File: src/rtl/matrix_bram_sequencer_if.sv
// Signal bundle around the matrix row BRAM sequencer: control and status,
// element input stream, both BRAM ports and the packed-row output stream.
interface matrix_bram_sequencer_if #(
  parameter int ELEMENT_WIDTH = 8,
  parameter int MAX_ROWS      = 32,
  parameter int MAX_COLS      = 32
);
  localparam int W = ELEMENT_WIDTH * MAX_COLS;

  logic                          start;
  logic [$clog2(MAX_ROWS+1)-1:0] cfg_rows;
  logic [$clog2(MAX_COLS+1)-1:0] cfg_cols;

  logic                          in_valid;
  logic                          in_ready;
  logic [$clog2(MAX_ROWS)-1:0]   in_row;
  logic [$clog2(MAX_COLS)-1:0]   in_col;
  logic [ELEMENT_WIDTH-1:0]      in_element;

  logic                          bram_wea;
  logic [$clog2(MAX_ROWS)-1:0]   bram_addra;
  logic [W-1:0]                  bram_dina;
  logic                          bram_enb;
  logic                          bram_regceb;
  logic [$clog2(MAX_ROWS)-1:0]   bram_addrb;
  logic [W-1:0]                  bram_doutb;

  logic                          out_valid;
  logic                          out_ready;
  logic [$clog2(MAX_ROWS)-1:0]   out_row;
  logic [W-1:0]                  out_data;

  logic                          busy;
  logic                          done;
  logic                          err_order;

  // master is the surrounding system, slave is the sequencer itself
  modport master (
    output start, cfg_rows, cfg_cols, in_valid, in_row, in_col, in_element,
           bram_doutb, out_ready,
    input  in_ready, bram_wea, bram_addra, bram_dina, bram_enb, bram_regceb,
           bram_addrb, out_valid, out_row, out_data, busy, done, err_order
  );

  modport slave (
    input  start, cfg_rows, cfg_cols, in_valid, in_row, in_col, in_element,
           bram_doutb, out_ready,
    output in_ready, bram_wea, bram_addra, bram_dina, bram_enb, bram_regceb,
           bram_addrb, out_valid, out_row, out_data, busy, done, err_order
  );
endinterface

File: src/rtl/matrix_bram_sequencer.sv
// Packs a row-major element stream into one BRAM word per row, then reads the
// rows back in order and hands them to the serializer over valid/ready.
module matrix_bram_sequencer #(
  parameter int ELEMENT_WIDTH = 8,
  parameter int MAX_ROWS      = 32,
  parameter int MAX_COLS      = 32,
  parameter int READ_LATENCY  = 2
) (
  input logic                    inter_refclk,
  input logic                    rst,
  matrix_bram_sequencer_if.slave bus
);
  localparam int W   = ELEMENT_WIDTH * MAX_COLS;
  localparam int RW  = $clog2(MAX_ROWS);
  localparam int CW  = $clog2(MAX_COLS);
  localparam int RCW = $clog2(MAX_ROWS + 1);
  localparam int CCW = $clog2(MAX_COLS + 1);
  localparam int LW  = (READ_LATENCY > 1) ? $clog2(READ_LATENCY) : 1;

  typedef enum logic [2:0] {IDLE, LOAD, WRITE, RD_ISSUE, RD_WAIT, SEND, DONE} state_t;
  state_t state, next_state;

  logic [RCW-1:0] rows_q, rows_clamp;
  logic [CCW-1:0] cols_q, cols_clamp;
  logic [RW-1:0]  row_cnt;
  logic [CW-1:0]  col_cnt;
  logic [LW-1:0]  lat_cnt;
  logic [W-1:0]   pack;
  logic           accept, in_match, last_col, last_row, lat_done, out_fire;
  logic           in_ready_d, wea_d, enb_d, regceb_d, out_valid_d, done_d, busy_d;

  assign rows_clamp = (bus.cfg_rows > RCW'(MAX_ROWS)) ? RCW'(MAX_ROWS) : bus.cfg_rows;
  assign cols_clamp = (bus.cfg_cols > CCW'(MAX_COLS)) ? CCW'(MAX_COLS) : bus.cfg_cols;
  assign accept     = (state == LOAD) && bus.in_valid && bus.in_ready;
  assign in_match   = (bus.in_row == row_cnt) && (bus.in_col == col_cnt);
  assign last_col   = (CCW'(col_cnt) == cols_q - CCW'(1));
  assign last_row   = (RCW'(row_cnt) == rows_q - RCW'(1));
  assign lat_done   = (lat_cnt == LW'(READ_LATENCY - 1));
  assign out_fire   = (state == SEND) && bus.out_valid && bus.out_ready;

  // Both BRAM addresses and the write data come straight from registers
  assign bus.bram_addra = row_cnt;
  assign bus.bram_addrb = row_cnt;
  assign bus.bram_dina  = pack;

  always_ff @(posedge inter_refclk or negedge rst) begin
    if (!rst) state <= IDLE;
    else      state <= next_state;
  end

  always_comb begin
    next_state = state;
    case (state)
      IDLE:     if (bus.start)
                  next_state = (rows_clamp == '0 || cols_clamp == '0) ? DONE : LOAD;
      LOAD:     if (accept && in_match && last_col) next_state = WRITE;
      WRITE:    next_state = last_row ? RD_ISSUE : LOAD;
      RD_ISSUE: next_state = RD_WAIT;
      RD_WAIT:  if (lat_done) next_state = SEND;
      SEND:     if (out_fire) next_state = last_row ? DONE : RD_ISSUE;
      DONE:     next_state = IDLE;
      default:  next_state = IDLE;
    endcase
  end

  // Strobes are decoded from the upcoming state so they register in step with it
  always_comb begin
    in_ready_d  = (next_state == LOAD);
    wea_d       = (next_state == WRITE);
    enb_d       = (next_state == RD_ISSUE);
    regceb_d    = (next_state == RD_WAIT);
    out_valid_d = (next_state == SEND);
    done_d      = (next_state == DONE);
    busy_d      = (next_state != IDLE);
  end

  always_ff @(posedge inter_refclk or negedge rst) begin
    if (!rst) begin
      bus.in_ready    <= 1'b0;
      bus.bram_wea    <= 1'b0;
      bus.bram_enb    <= 1'b0;
      bus.bram_regceb <= 1'b0;
      bus.out_valid   <= 1'b0;
      bus.done        <= 1'b0;
      bus.busy        <= 1'b0;
    end else begin
      bus.in_ready    <= in_ready_d;
      bus.bram_wea    <= wea_d;
      bus.bram_enb    <= enb_d;
      bus.bram_regceb <= regceb_d;
      bus.out_valid   <= out_valid_d;
      bus.done        <= done_d;
      bus.busy        <= busy_d;
    end
  end

  // Counters, pack register and captured output row; the column counter
  // saturates on the last column so it can never wrap at MAX_COLS.
  always_ff @(posedge inter_refclk or negedge rst) begin
    if (!rst) begin
      rows_q        <= '0;
      cols_q        <= '0;
      row_cnt       <= '0;
      col_cnt       <= '0;
      lat_cnt       <= '0;
      pack          <= '0;
      bus.out_data  <= '0;
      bus.out_row   <= '0;
      bus.err_order <= 1'b0;
    end else begin
      case (state)
        IDLE: if (bus.start) begin
          rows_q        <= rows_clamp;
          cols_q        <= cols_clamp;
          row_cnt       <= '0;
          col_cnt       <= '0;
          pack          <= '0;
          bus.err_order <= 1'b0;
        end
        LOAD: if (accept) begin
          if (in_match) begin
            pack[col_cnt*ELEMENT_WIDTH +: ELEMENT_WIDTH] <= bus.in_element;
            if (!last_col) col_cnt <= col_cnt + CW'(1);
          end else begin
            bus.err_order <= 1'b1;
          end
        end
        WRITE: begin
          pack    <= '0;
          col_cnt <= '0;
          row_cnt <= last_row ? '0 : row_cnt + RW'(1);
        end
        RD_ISSUE: lat_cnt <= '0;
        RD_WAIT: begin
          if (lat_done) begin
            bus.out_data <= bus.bram_doutb;
            bus.out_row  <= row_cnt;
          end else begin
            lat_cnt <= lat_cnt + LW'(1);
          end
        end
        SEND: if (out_fire && !last_row) row_cnt <= row_cnt + RW'(1);
        default: ;
      endcase
    end
  end
endmodule
File: src/flat_wrapper.sv
// flat-port wrapper written by rule: the top's interface ports become plain ports
module matrix_bram_sequencer_flat 
#(
  parameter int ELEMENT_WIDTH = 8,
  parameter int MAX_ROWS      = 32,
  parameter int MAX_COLS      = 32,
  parameter int READ_LATENCY  = 2
)
  (inter_refclk, rst, bus_start, bus_cfg_rows, bus_cfg_cols, bus_in_valid, bus_in_row, bus_in_col, bus_in_element, bus_bram_doutb, bus_out_ready, bus_in_ready, bus_bram_wea, bus_bram_addra, bus_bram_dina, bus_bram_enb, bus_bram_regceb, bus_bram_addrb, bus_out_valid, bus_out_row, bus_out_data, bus_busy, bus_done, bus_err_order);
  matrix_bram_sequencer_if #(.ELEMENT_WIDTH(ELEMENT_WIDTH), .MAX_ROWS(MAX_ROWS), .MAX_COLS(MAX_COLS)) bus_i ();
  input logic inter_refclk;
  input logic rst;
  input wire logic [$bits(bus_i.start)-1:0] bus_start;
  input wire logic [$bits(bus_i.cfg_rows)-1:0] bus_cfg_rows;
  input wire logic [$bits(bus_i.cfg_cols)-1:0] bus_cfg_cols;
  input wire logic [$bits(bus_i.in_valid)-1:0] bus_in_valid;
  input wire logic [$bits(bus_i.in_row)-1:0] bus_in_row;
  input wire logic [$bits(bus_i.in_col)-1:0] bus_in_col;
  input wire logic [$bits(bus_i.in_element)-1:0] bus_in_element;
  input wire logic [$bits(bus_i.bram_doutb)-1:0] bus_bram_doutb;
  input wire logic [$bits(bus_i.out_ready)-1:0] bus_out_ready;
  output wire logic [$bits(bus_i.in_ready)-1:0] bus_in_ready;
  output wire logic [$bits(bus_i.bram_wea)-1:0] bus_bram_wea;
  output wire logic [$bits(bus_i.bram_addra)-1:0] bus_bram_addra;
  output wire logic [$bits(bus_i.bram_dina)-1:0] bus_bram_dina;
  output wire logic [$bits(bus_i.bram_enb)-1:0] bus_bram_enb;
  output wire logic [$bits(bus_i.bram_regceb)-1:0] bus_bram_regceb;
  output wire logic [$bits(bus_i.bram_addrb)-1:0] bus_bram_addrb;
  output wire logic [$bits(bus_i.out_valid)-1:0] bus_out_valid;
  output wire logic [$bits(bus_i.out_row)-1:0] bus_out_row;
  output wire logic [$bits(bus_i.out_data)-1:0] bus_out_data;
  output wire logic [$bits(bus_i.busy)-1:0] bus_busy;
  output wire logic [$bits(bus_i.done)-1:0] bus_done;
  output wire logic [$bits(bus_i.err_order)-1:0] bus_err_order;
  assign bus_i.start = bus_start;
  assign bus_i.cfg_rows = bus_cfg_rows;
  assign bus_i.cfg_cols = bus_cfg_cols;
  assign bus_i.in_valid = bus_in_valid;
  assign bus_i.in_row = bus_in_row;
  assign bus_i.in_col = bus_in_col;
  assign bus_i.in_element = bus_in_element;
  assign bus_i.bram_doutb = bus_bram_doutb;
  assign bus_i.out_ready = bus_out_ready;
  assign bus_in_ready = bus_i.in_ready;
  assign bus_bram_wea = bus_i.bram_wea;
  assign bus_bram_addra = bus_i.bram_addra;
  assign bus_bram_dina = bus_i.bram_dina;
  assign bus_bram_enb = bus_i.bram_enb;
  assign bus_bram_regceb = bus_i.bram_regceb;
  assign bus_bram_addrb = bus_i.bram_addrb;
  assign bus_out_valid = bus_i.out_valid;
  assign bus_out_row = bus_i.out_row;
  assign bus_out_data = bus_i.out_data;
  assign bus_busy = bus_i.busy;
  assign bus_done = bus_i.done;
  assign bus_err_order = bus_i.err_order;
  matrix_bram_sequencer #(.ELEMENT_WIDTH(ELEMENT_WIDTH), .MAX_ROWS(MAX_ROWS), .MAX_COLS(MAX_COLS), .READ_LATENCY(READ_LATENCY)) u_core (.inter_refclk(inter_refclk), .rst(rst), .bus(bus_i));
endmodule
File: config.mk
export PLATFORM = sky130hd
export DESIGN_NAME = matrix_bram_sequencer_flat
export DESIGN_NICKNAME = d
export VERILOG_FILES = /design/src/rtl/matrix_bram_sequencer_if.sv /design/src/rtl/matrix_bram_sequencer.sv /design/src/flat_wrapper.sv
export SDC_FILE = /design/constraint.sdc
export NUM_CORES = 1
export LEC_CHECK = 0
export BUFFER_PORTS_ARGS = -buffer_cell sky130_fd_sc_hd__clkbuf_2
export CAP_MARGIN = 5
export CORE_AREA = 2 2 321 323
export DETAILED_ROUTE_END_ITERATION = 8
export DIE_AREA = 0 0 323 325
export PLACE_DENSITY = 0.42
export SLEW_MARGIN = 20
export SYNTH_ARGS = -nofsm -noshare
export SYNTH_HDL_FRONTEND = slang
export SYNTH_SLANG_ARGS = --single-unit
File: constraint.sdc
create_clock -name inter_refclk -period 5 [get_ports inter_refclk]
set_clock_uncertainty 0.15 [all_clocks]
set_input_delay 1 -clock inter_refclk [delete_from_list [all_inputs] [get_ports inter_refclk]]
set_output_delay 1 -clock inter_refclk [all_outputs]
set_load 0.1 [all_outputs]
==> results of run 1 <==
[layout make-up]
class	instances	area, µm²	area share (%)
Clock buffer	95	1989	6.687
Tap cell	1368	1712	5.753
Multi-Input combinational cell	881	7261	24.41
Clock inverter	32	445.4	1.497
Timing Repair Buffer	863	4487	15.08
Sequential cell	551	13790	46.35
Inverter	16	60.06	0.2019
Antenna cell	3	7.507	0.02523
[synth_stat cells (7+ instances only)]
library cell	count	area share, %
dfrtp_1	551	65
inv_1	16	0.28
a32o_1	16	0.75
nor3_1	12	0.28
o21ai_0	22	0.52
a21oi_1	36	0.84
nand2_1	103	1.8
xnor2_1	14	0.57
nand3_1	16	0.37
a22o_1	17	0.70
nor2b_1	7	0.21
nor2_1	39	0.69
xor2_1	11	0.45
o2bb2ai_1	215	8.8
mux2_2	261	14
nand2b_1	16	0.47
nand4_1	7	0.21
clkbuf_1	46	0.81
and2_1	11	0.32
[stage by stage]
| step | cell area (µm²) | utilization (%) | instances |
|---|---|---|---|
| detailed placement | 27310 | 26.96 | 3679 |
| finish | 29750 | 29.37 | 3809 |
| CTS | 29740 | 29.36 | 3806 |
| floorplan | 21360 | - | 1509 |
| global route | 29740 | 29.36 | 3806 |
| global placement | 27310 | 26.96 | 3679 |
[metal layers]
layer / up-vias / global-route usage, % / wire length (µm)
li1: 7393 / - / -
met1: 8697 / 20.73 / 37420
met2: 679 / 30.84 / 47560
met3: 142 / 6.481 / 8206
met4: 28 / 4.732 / 2198
met5: - / 0 / 179
[worst paths after layout]
check | start | endpoint | slack (ns)
worst min-delay path | rst | u_core.bus.bram_enb$_DFF_PN0_ | 0.29
max in group asynchronous | rst | u_core.bus.out_data[212]$_DFFE_PN0P_ | 3.23
worst max register to register | u_core.col_cnt[4]$_DFFE_PN0P_ | u_core.bus.bram_dina[214]$_DFFE_PN0P_ | 1.0
worst max-delay path | u_core.col_cnt[4]$_DFFE_PN0P_ | u_core.bus.bram_dina[214]$_DFFE_PN0P_ | 1.0
min in group inter_refclk | u_core.bus.bram_dina[128]$_DFFE_PN0P_ | u_core.bus.bram_dina[128]$_DFFE_PN0P_ | 0.33
worst min register to register | u_core.bus.bram_dina[128]$_DFFE_PN0P_ | u_core.bus.bram_dina[128]$_DFFE_PN0P_ | 0.33
[worst max-delay path: stages (launching register included)]
cell and delay, ns:
dfrtp_1 0.70, xor2_1 0.16, nor4_2 0.63, or4b_1 0.83
nor4_4 0.79, nand2_1 0.37, o2bb2ai_1 0.24
[registers in the layout, summed over array words and instances, names as in the netlist]
name / count
u_core.bus.out_data: 256
u_core.bus.out_valid: 1
u_core.bus.err_order: 1
u_core.bus.done: 1
u_core.cols_q: 6
u_core.col_cnt: 5
u_core.rows_q: 6
u_core.bus.bram_wea: 1
u_core.bus.in_ready: 1
u_core.bus.bram_addra: 5
u_core.lat_cnt: 1
u_core.bus.out_row: 5
u_core.bus.bram_dina: 256
u_core.bus.bram_enb: 1
u_core.bus.bram_regceb: 1
u_core.state: 3
u_core.bus.busy: 1
[power groups by stage]
stage / registers [W] / clock network (W) / logic (W)
final: 0.00629 / 0.00537 / 0.0126
after global routing: 0.00643 / 0.00571 / 0.0130
after CTS: 0.00629 / 0.00553 / 0.0128
after detailed placement: 0.00635 / 0 / 0.0128
after global placement: 0.00632 / 0 / 0.0127
after floorplan: 0.0140 / 0 / 0.00221
[kinds of logic after synthesis]
| family | count (synthesis) | share of synthesized area (%) |
|---|---|---|
| flip-flops | 551 | 64.57 |
| AO/OA/AOI/OAI | 334 | 12.70 |
| multiplexers | 264 | 13.90 |
| AND/OR/NAND/NOR | 252 | 5.947 |
| buffers and inverters | 77 | 1.506 |
| XOR/XNOR | 25 | 1.025 |
| adder cells (fa/ha/maj) | 6 | 0.3515 |
==> results.py, run 1 <==
metrics = {
    "clock_network": {
        "clockBufferDepth": 3,
        "ctsResizeCount": 0,
        "cts_num_sinks": 551,
        "htree_levels": 3,
        "cts_tree": "yes",
        "cts-root-buf": "clkbuf_16",
        "holdBufCountCts": 0,
        "path_clk_slew_ns": 0.06,
        "cts_inserted_buffers": 71,
        "cts_setup_buffers": 0,
        "clkLatencyLatePin_ns": 0.62,
    },
    "global_route": {
        "grt_max_degree": 107,
        "grt_remaining_overflow": 0,
        "grt_pass1_vias": 17900,
        "grt_pass1_wl_um": 136600,
        "grt_usage_pct": 17.86,
        "antenna_found_initial": 18,
    },
    "route": {
        "vias": 16940,
        "drt_drc_violations_left": 0,
        "routed_wl_um": 95560,
        "via_per_inst": 4.447,
        "ant_nets": 0,
        "wl_per_cell_um": 25.09,
        "drt_iter0_markers": 817,
        "firstDrtPassIters": 5,
    },
    "layout": {
        "final_common_cell": "clkbuf_2",
        "final_cell_mix": "824 x clkbuf_2, 551 x dfrtp_1, 261 x mux2_2",
        "area_growth_pct": 39.31,
        "layout-drive-gt1-share_pct": 51.31,
        "n_fill_cell": 10610,
        "nets": 2681,
    },
    "power_and_ir_drop": {
        "combPwrFrac_pct": 52.0,
        "p_sw_share_pct": 55.07,
        "ir_drop_v": 0.0007068,
        "internal_power_w": 0.01091,
        "clkPwrFrac_pct": 22.1,
        "p_sw_w": 0.01337,
        "power_leakage_nw": 14.52,
        "total_power_w": 0.02428,
        "pwr-share-seq_pct": 25.9,
        "power_density_nw_per_um2": 816.2,
    },
    "synthesis": {
        "async_reset_ff_share_pct": 100.0,
        "synth_seq_area_share_pct": 64.57,
        "yosys_warnings": 0,
        "synth_seq_cells": 551,
        "synth_area_um2": 21360,
        "synth_cells": 1509,
        "synth_area_per_cell_um2": 14.15,
        "synthFlopType": "dfrtp_1",
        "ys_types": 60,
        "synth_edf_count": 0,
        "syn-num-nets": 1806,
    },
    "timing": {
        "hold_violations": 0,
        "fin_setup_tns_ns": 0,
        "slew_viol_final": 0,
        "worst_slack_ns": 0.9979,
        "setup_viol": 0,
        "rsz0062_at_grt": "false",
        "finalCritPeriodShare_pct": 80.04,
        "relSlewSlack_pct": 26.85,
        "period_needed_ns": 4.002,
        "whs_ns": 0.2903,
        "fmax_mhz": 249.9,
        "tightestPinTransition_ns": 1.089,
    },
    "floorplan": {
        "initial_utilization_pct": 21.08,
        "die-width_um": 323,
        "dieArea_um2": 105000,
        "ios": 826,
        "placementRows": 117,
        "fp.coreArea_um2": 101300,
        "fp.dieH_um": 325,
    },
    "setup_path": {
        "cp-start-kind": "register",
        "end_kind": "register",
        "reg2reg_depth": 6,
        "cp.arrival_ns": 4.37,
        "critPathMaxFanout": 10,
        "crit_type": "register to register",
        "critPathRequiredTime_ns": 5.37,
    },
    "placement": {
        "place_congestion": 0.8358,
        "port_buffers": 825,
        "hpwlAfterDp_um": 75710,
        "place_ws_ns": 0.5929,
    },
    "outcome": {
        "status": "finished, final reports clean",
    },
    "job": {
        "drv_cap": 0,
    },
    "min_path": {
        "hp-class": "input pin to async pin",
    },
}
Note: power is estimated with default switching activity, not from simulation.
==> run 2: changes to the inputs <==
- clock period: 5 -> 3.9 ns (I/O delays scaled with it)
==> run 2 against run 1 <==
Compared with the run above:
- die area unchanged
- final cell count about the same
- first-iteration DRC count up 8.3%
- utilization down 0.16 points
- worst setup slack worse by 0.51 ns
- via count up 0.27%
- global-route usage down 0.26 points
- critical endpoint is now u_core.bus.bram_dina[176]$_DFFE_PN0P_
==> results.py, run 2 (synthesized netlist as in run 1, its figures left out) <==
metrics = {
    "outcome": {
        "status": "finished, final reports clean",
    },
    "setup_path": {
        "r2r_setup_slack_ns": 0.49,
        "end_kind": "register",
        "reg2reg_depth": 6,
        "cp-start-kind": "register",
        "startpoint": "u_core.col_cnt[2]$_DFFE_PN0P_",
        "critPathRequiredTime_ns": 4.29,
        "cp.arrival_ns": 3.81,
        "crit_type": "register to register",
        "r2r-end": "u_core.bus.bram_dina[176]$_DFFE_PN0P_",
        "timing.rr.start": "u_core.col_cnt[2]$_DFFE_PN0P_",
        "endpoint": "u_core.bus.bram_dina[176]$_DFFE_PN0P_",
        "critPathMaxFanout": 13,
    },
    "power_and_ir_drop": {
        "internal_power_w": 0.01338,
        "pwr-share-seq_pct": 26.5,
        "clkPwrFrac_pct": 20.2,
        "ir_drop_v": 0.0007315,
        "p_sw_w": 0.01702,
        "power_density_nw_per_um2": 1028,
        "power_leakage_nw": 14.45,
        "p_sw_share_pct": 55.98,
        "combPwrFrac_pct": 53.4,
    },
    "clock_network": {
        "cts_num_sinks": 551,
        "clkLatencyLatePin_ns": 0.63,
        "cts-root-buf": "clkbuf_16",
        "cts_inserted_buffers": 68,
        "clockBufferDepth": 3,
        "htree_levels": 3,
        "cts_tree": "yes",
        "path_clk_slew_ns": 0.06,
    },
    "route": {
        "routed_wl_um": 94300,
        "drt_drc_violations_left": 0,
        "via_per_inst": 4.458,
        "firstDrtPassIters": 5,
        "ant_nets": 0,
        "wl_per_cell_um": 24.75,
        "vias": 16980,
        "drt_iter0_markers": 885,
    },
    "floorplan": {
        "fp.dieH_um": 325,
        "dieArea_um2": 105000,
        "die-width_um": 323,
        "placementRows": 117,
        "ios": 826,
        "fp.coreArea_um2": 101300,
        "initial_utilization_pct": 21.08,
    },
    "global_route": {
        "grt_remaining_overflow": 0,
        "grt_usage_pct": 17.60,
        "grt_max_degree": 128,
        "grt_pass1_vias": 17830,
        "antenna_found_initial": 25,
        "grt_pass1_wl_um": 134200,
    },
    "layout": {
        "nets": 2688,
        "final_common_cell": "clkbuf_2",
        "n_fill_cell": 10600,
        "layout-drive-gt1-share_pct": 51.29,
        "area_growth_pct": 38.55,
        "final_cell_mix": "824 x clkbuf_2, 551 x dfrtp_1, 261 x mux2_2",
    },
    "timing": {
        "slew_viol_final": 0,
        "period_needed_ns": 3.415,
        "tightestPinTransition_ns": 1.082,
        "setup_viol": 0,
        "fmax_mhz": 292.9,
        "whs_ns": 0.2237,
        "relSlewSlack_pct": 27.36,
        "fin_setup_tns_ns": 0,
        "rsz0062_at_grt": "false",
        "finalCritPeriodShare_pct": 87.56,
        "hold_violations": 0,
    },
    "placement": {
        "hpwlAfterDp_um": 75620,
        "place_congestion": 0.8253,
        "port_buffers": 825,
    },
    "job": {
        "drv_cap": 0,
    },
    "min_path": {
        "hp-class": "input pin to register",
    },
}
-- run 2: final cells by class --
cell class                      instances  area, µm²  area share (%)
Tap cell                             1368       1712           5.785
Clock inverter                         22      182.7          0.6174
Multi-Input combinational cell        881       7266           24.56
Inverter                               16      60.06          0.2030
Clock buffer                           96       1971           6.660
Timing Repair Buffer                  873       4602           15.55
Sequential cell                       551      13790           46.60
Antenna cell                            3      7.507         0.02537
-- run 2: how the worst min path moves through the flow --
stage,cells after the start,slack [ns],end,from
after CTS,2,0.17,u_core.bus.out_data[33]$_DFFE_PN0P_,bus_bram_doutb[33]
final,2,0.22,u_core.bus.out_data[122]$_DFFE_PN0P_,bus_bram_doutb[122]
after detailed placement,1,0.32,u_core.bus.bram_dina[147]$_DFFE_PN0P_,u_core.bus.bram_dina[147]$_DFFE_PN0P_
after global placement,2,0.32,u_core.bus.bram_dina[129]$_DFFE_PN0P_,u_core.bus.bram_dina[129]$_DFFE_PN0P_
after global routing,2,0.19,u_core.bus.out_data[33]$_DFFE_PN0P_,bus_bram_doutb[33]
after floorplan,2,0.32,u_core.cols_q[5]$_DFFE_PN0P_,u_core.cols_q[5]$_DFFE_PN0P_
-- run 2: layer usage --
metal	part of all wire [%]	global-route usage (%)	vias up
met4	2.4	5.076	26
met2	50	30.55	682
met5	0.19	0	-
met3	9.1	6.456	134
met1	38	20.10	8731
li1	-	-	7411
-- run 2: metrics by stage --
stage / utilization, % / power [W] / setup slack [ns] / instance area [µm²] / std cells
finish: 29.21 / 0.03041 / 0.4853 / 29590 / 3810
global route: 29.20 / 0.03147 / 0.2035 / 29580 / 3807
CTS: 29.20 / 0.03081 / 0.2734 / 29580 / 3807
detailed placement: 27.06 / 0.02455 / 0.2285 / 27410 / 3688
global placement: 27.06 / 0.02445 / 0.3472 / 27410 / 3688
floorplan: - / 0.02075 / 0.6592 / 21360 / 1509
-- run 2: repair_timing --
action                                  4_1_cts  5_1_grt
endpoints found under the setup margin        0        3
setup buffers                                 0        0
hold buffers                                  1        0
hold endpoints to repair                     41        0
gates resized for setup                       0        1
-- run 2: critical path: stages (launching register included) --
cell       delay (ns)
dfrtp_1          0.64
nor3_1           0.20
xnor2_1          0.88
nand2_1          0.16
nor2_1           0.51
nand3_1          0.49
o2bb2ai_1        0.28
-- run 2: power groups by stage --
| stage | clock, W | combinational [W] | sequential, W |
|---|---|---|---|
| CTS | 0.00633 | 0.0164 | 0.00806 |
| global route | 0.00655 | 0.0167 | 0.00824 |
| finish | 0.00614 | 0.0162 | 0.00805 |
| global placement | 0 | 0.0164 | 0.00809 |
| detailed placement | 0 | 0.0164 | 0.00814 |
| floorplan | 0 | 0.00283 | 0.0179 |
==> run 3: changes to the inputs <==
- ABC_AREA: not set -> 1
- CORE_AREA: 2 2 321 323 -> 2 2 318 320
- DIE_AREA: 0 0 323 325 -> 0 0 320 322
- PLACE_DENSITY: 0.42 -> 0.45
==> run 3 against run 2 <==
Compared with the run above:
- utilization is 2.5 points higher
- die area shrank 1.8%
- non-clock buffer count increased by 2
- global-route usage rose by 2.1 points
- register-to-register slack improved by 0.28 ns
- largest cell class unchanged
- highest routed layer is now met4
==> results.py, run 3 <==
metrics = {
    "setup_path": {
        "crit_type": "register to register",
        "r2r_setup_slack_ns": 0.77,
        "critPathMaxFanout": 8,
        "cp.arrival_ns": 3.45,
        "r2r-end": "u_core.bus.bram_dina[243]$_DFFE_PN0P_",
        "slowest_stage": "nor3_2",
        "reg2reg_depth": 11,
        "cp-start-kind": "register",
        "timing.rr.start": "u_core.col_cnt[0]$_DFFE_PN0P_",
        "critPathRequiredTime_ns": 4.22,
        "end_kind": "register",
        "critical_path.cell_chain": "inv_2, ha_1, nand3_1, inv_1, ha_1, nor3_2, nand2_1, nand2_1, nand2_1, nand2_1, o21ai_0",
        "slowest_delay_ns": 0.58,
        "crit_top_cell": "nand2_1",
    },
    "timing": {
        "slew_viol_final": 0,
        "whs_ns": 0.02719,
        "rsz0062_at_grt": "false",
        "period_needed_ns": 3.130,
        "finalCritPeriodShare_pct": 80.25,
        "relSlewSlack_pct": 38.67,
        "hold_violations": 0,
        "tightestPinTransition_ns": 0.9200,
        "setup_viol": 0,
        "fmax_mhz": 319.5,
        "fin_setup_tns_ns": 0,
    },
    "synthesis": {
        "synthTopCellsByArea": "dfrtp_1 59%, mux2_2 12%, nand2_1 11%",
        "synth_area_per_cell_um2": 9.980,
        "synth_area_leader_cell": "dfrtp_1",
        "synth_area_um2": 23510,
        "synthFlopType": "dfrtp_1",
        "synth_cells": 2356,
        "yosysTopAreaCellShare_pct": 58.64,
        "synth_common_cells": "689 x nand2_1, 551 x dfrtp_1, 288 x nand3_1",
        "synth_edf_count": 0,
        "yosys_warnings": 0,
        "async_reset_ff_share_pct": 100.0,
        "syn-num-nets": 2653,
        "synth_seq_cells": 551,
        "post-synth-top-count-cell": "nand2_1",
        "ys_types": 32,
        "synth_seq_area_share_pct": 58.64,
    },
    "clock_network": {
        "ctsResizeCount": 0,
        "clockBufferDepth": 3,
        "cts_num_sinks": 551,
        "htree_levels": 3,
        "cts_setup_buffers": 0,
        "cts_tree": "yes",
        "path_clk_slew_ns": 0.06,
        "holdBufCountCts": 0,
        "cts_inserted_buffers": 69,
        "clkLatencyLatePin_ns": 0.62,
        "cts-root-buf": "clkbuf_16",
    },
    "route": {
        "drt_iter0_markers": 1458,
        "firstDrtPassIters": 7,
        "routed_wl_um": 104200,
        "wl_per_cell_um": 22.91,
        "ant_nets": 0,
        "vias": 20190,
        "drt_drc_violations_left": 0,
        "via_per_inst": 4.439,
    },
    "floorplan": {
        "dieArea_um2": 103000,
        "fp.coreArea_um2": 99570,
        "initial_utilization_pct": 23.62,
        "placementRows": 116,
        "die-width_um": 320,
        "ios": 826,
        "fp.dieH_um": 322,
    },
    "global_route": {
        "grt_remaining_overflow": 0,
        "grt_usage_pct": 19.71,
        "grt_max_degree": 82,
        "grt_pass1_wl_um": 148600,
        "grt_pass1_vias": 20360,
        "antenna_found_initial": 5,
    },
    "job": {
        "drv_cap": 0,
    },
    "placement": {
        "place_congestion": 0.8419,
        "dpl_cell_area_um2": 29350,
        "hpwlAfterDp_um": 82670,
        "port_buffers": 825,
    },
    "layout": {
        "layout-drive-gt1-share_pct": 39.52,
        "final_cell_mix": "824 x clkbuf_2, 689 x nand2_1, 551 x dfrtp_1",
        "nets": 3498,
        "final_util_pct": 31.70,
        "fin_area_um2": 31560,
        "area_growth_pct": 34.22,
        "final_common_cell": "clkbuf_2",
    },
    "outcome": {
        "status": "finished, final reports clean",
    },
    "min_path": {
        "hp-class": "input pin to async pin",
    },
}
run 3: cell count changes in the layout (fill, tap and decap cells not counted), moves of 17 or more:
cell,change
o2bb2ai_1,-215
inv_1,+108
nor2_1,+89
nand3_1,+272
a22o_1,-17
o21ai_0,+34
a21oi_1,-30
o21ai_1,+21
nand4_1,+36
nand2_1,+586
run 3: worst max-delay path, delay by kind of cell, from the launching register on:
kind            cells  cell delay (ns)
fa+ha+maj           2             0.60
simple gates        6             1.50
buf+inv             2             0.25
flops               1             0.38
compound gates      1             0.10
run 3: cell families after synthesis:
group	count (synthesis)	synth area share (%)
AOI/OAI and AO/OA	96	2.198
xor gates and xnor gates	13	0.5162
adders and majority gates	6	0.3193
buffers and inverters	241	4.513
DFF	551	58.64
muxes	256	12.26
and+or+nand+nor	1193	21.55
run 3: layout make-up:
type                    instances  area, µm²
flip-flops and latches        551      13790
multi-input cells            1564       8698
diodes                          1      2.502
inverters                     140      525.5
clock buffers                  93       1938
well taps                    1298       1624
repair buffers                875       4715
clock inverters                26      267.8
fillers                     10560      68010
run 3: stage by stage:
step                      worst slack [ns]  cells
after floorplan                      1.252   2356
after global placement              0.7972   4428
after detailed placement            0.7986   4428
after CTS                           0.8095   4547
after global routing                0.5880   4548
final                               0.7701   4548
run 3: how the worst max path moves through the flow:
stage	cells past startpoint	startpoint	end
after floorplan	13	u_core.bus.bram_addra[2]$_DFFE_PN0P_	u_core.bus.bram_dina[231]$_DFFE_PN0P_
after global placement	13	bus_in_row[2]	u_core.bus.bram_dina[2]$_DFFE_PN0P_
after detailed placement	13	bus_in_row[2]	u_core.bus.bram_dina[76]$_DFFE_PN0P_
after CTS	11	u_core.col_cnt[0]$_DFFE_PN0P_	u_core.bus.bram_dina[243]$_DFFE_PN0P_
after global routing	11	u_core.col_cnt[0]$_DFFE_PN0P_	u_core.bus.bram_dina[242]$_DFFE_PN0P_
final	11	u_core.col_cnt[0]$_DFFE_PN0P_	u_core.bus.bram_dina[243]$_DFFE_PN0P_
run 3: metal layers:
| metal | global-route usage [%] | routed length (µm) | vias to the layer above |
|---|---|---|---|
| li1 | - | - | 9443 |
| met1 | 26.04 | 45550 | 9964 |
| met2 | 30.76 | 47880 | 668 |
| met3 | 6.590 | 8687 | 113 |
| met4 | 5.269 | 2081 | 0 |
| met5 | 0 | 0 | - |
Power of run 3 is not shown: default switching activity piles up to over one toggle a cycle in this logic, so the estimate is an artifact.
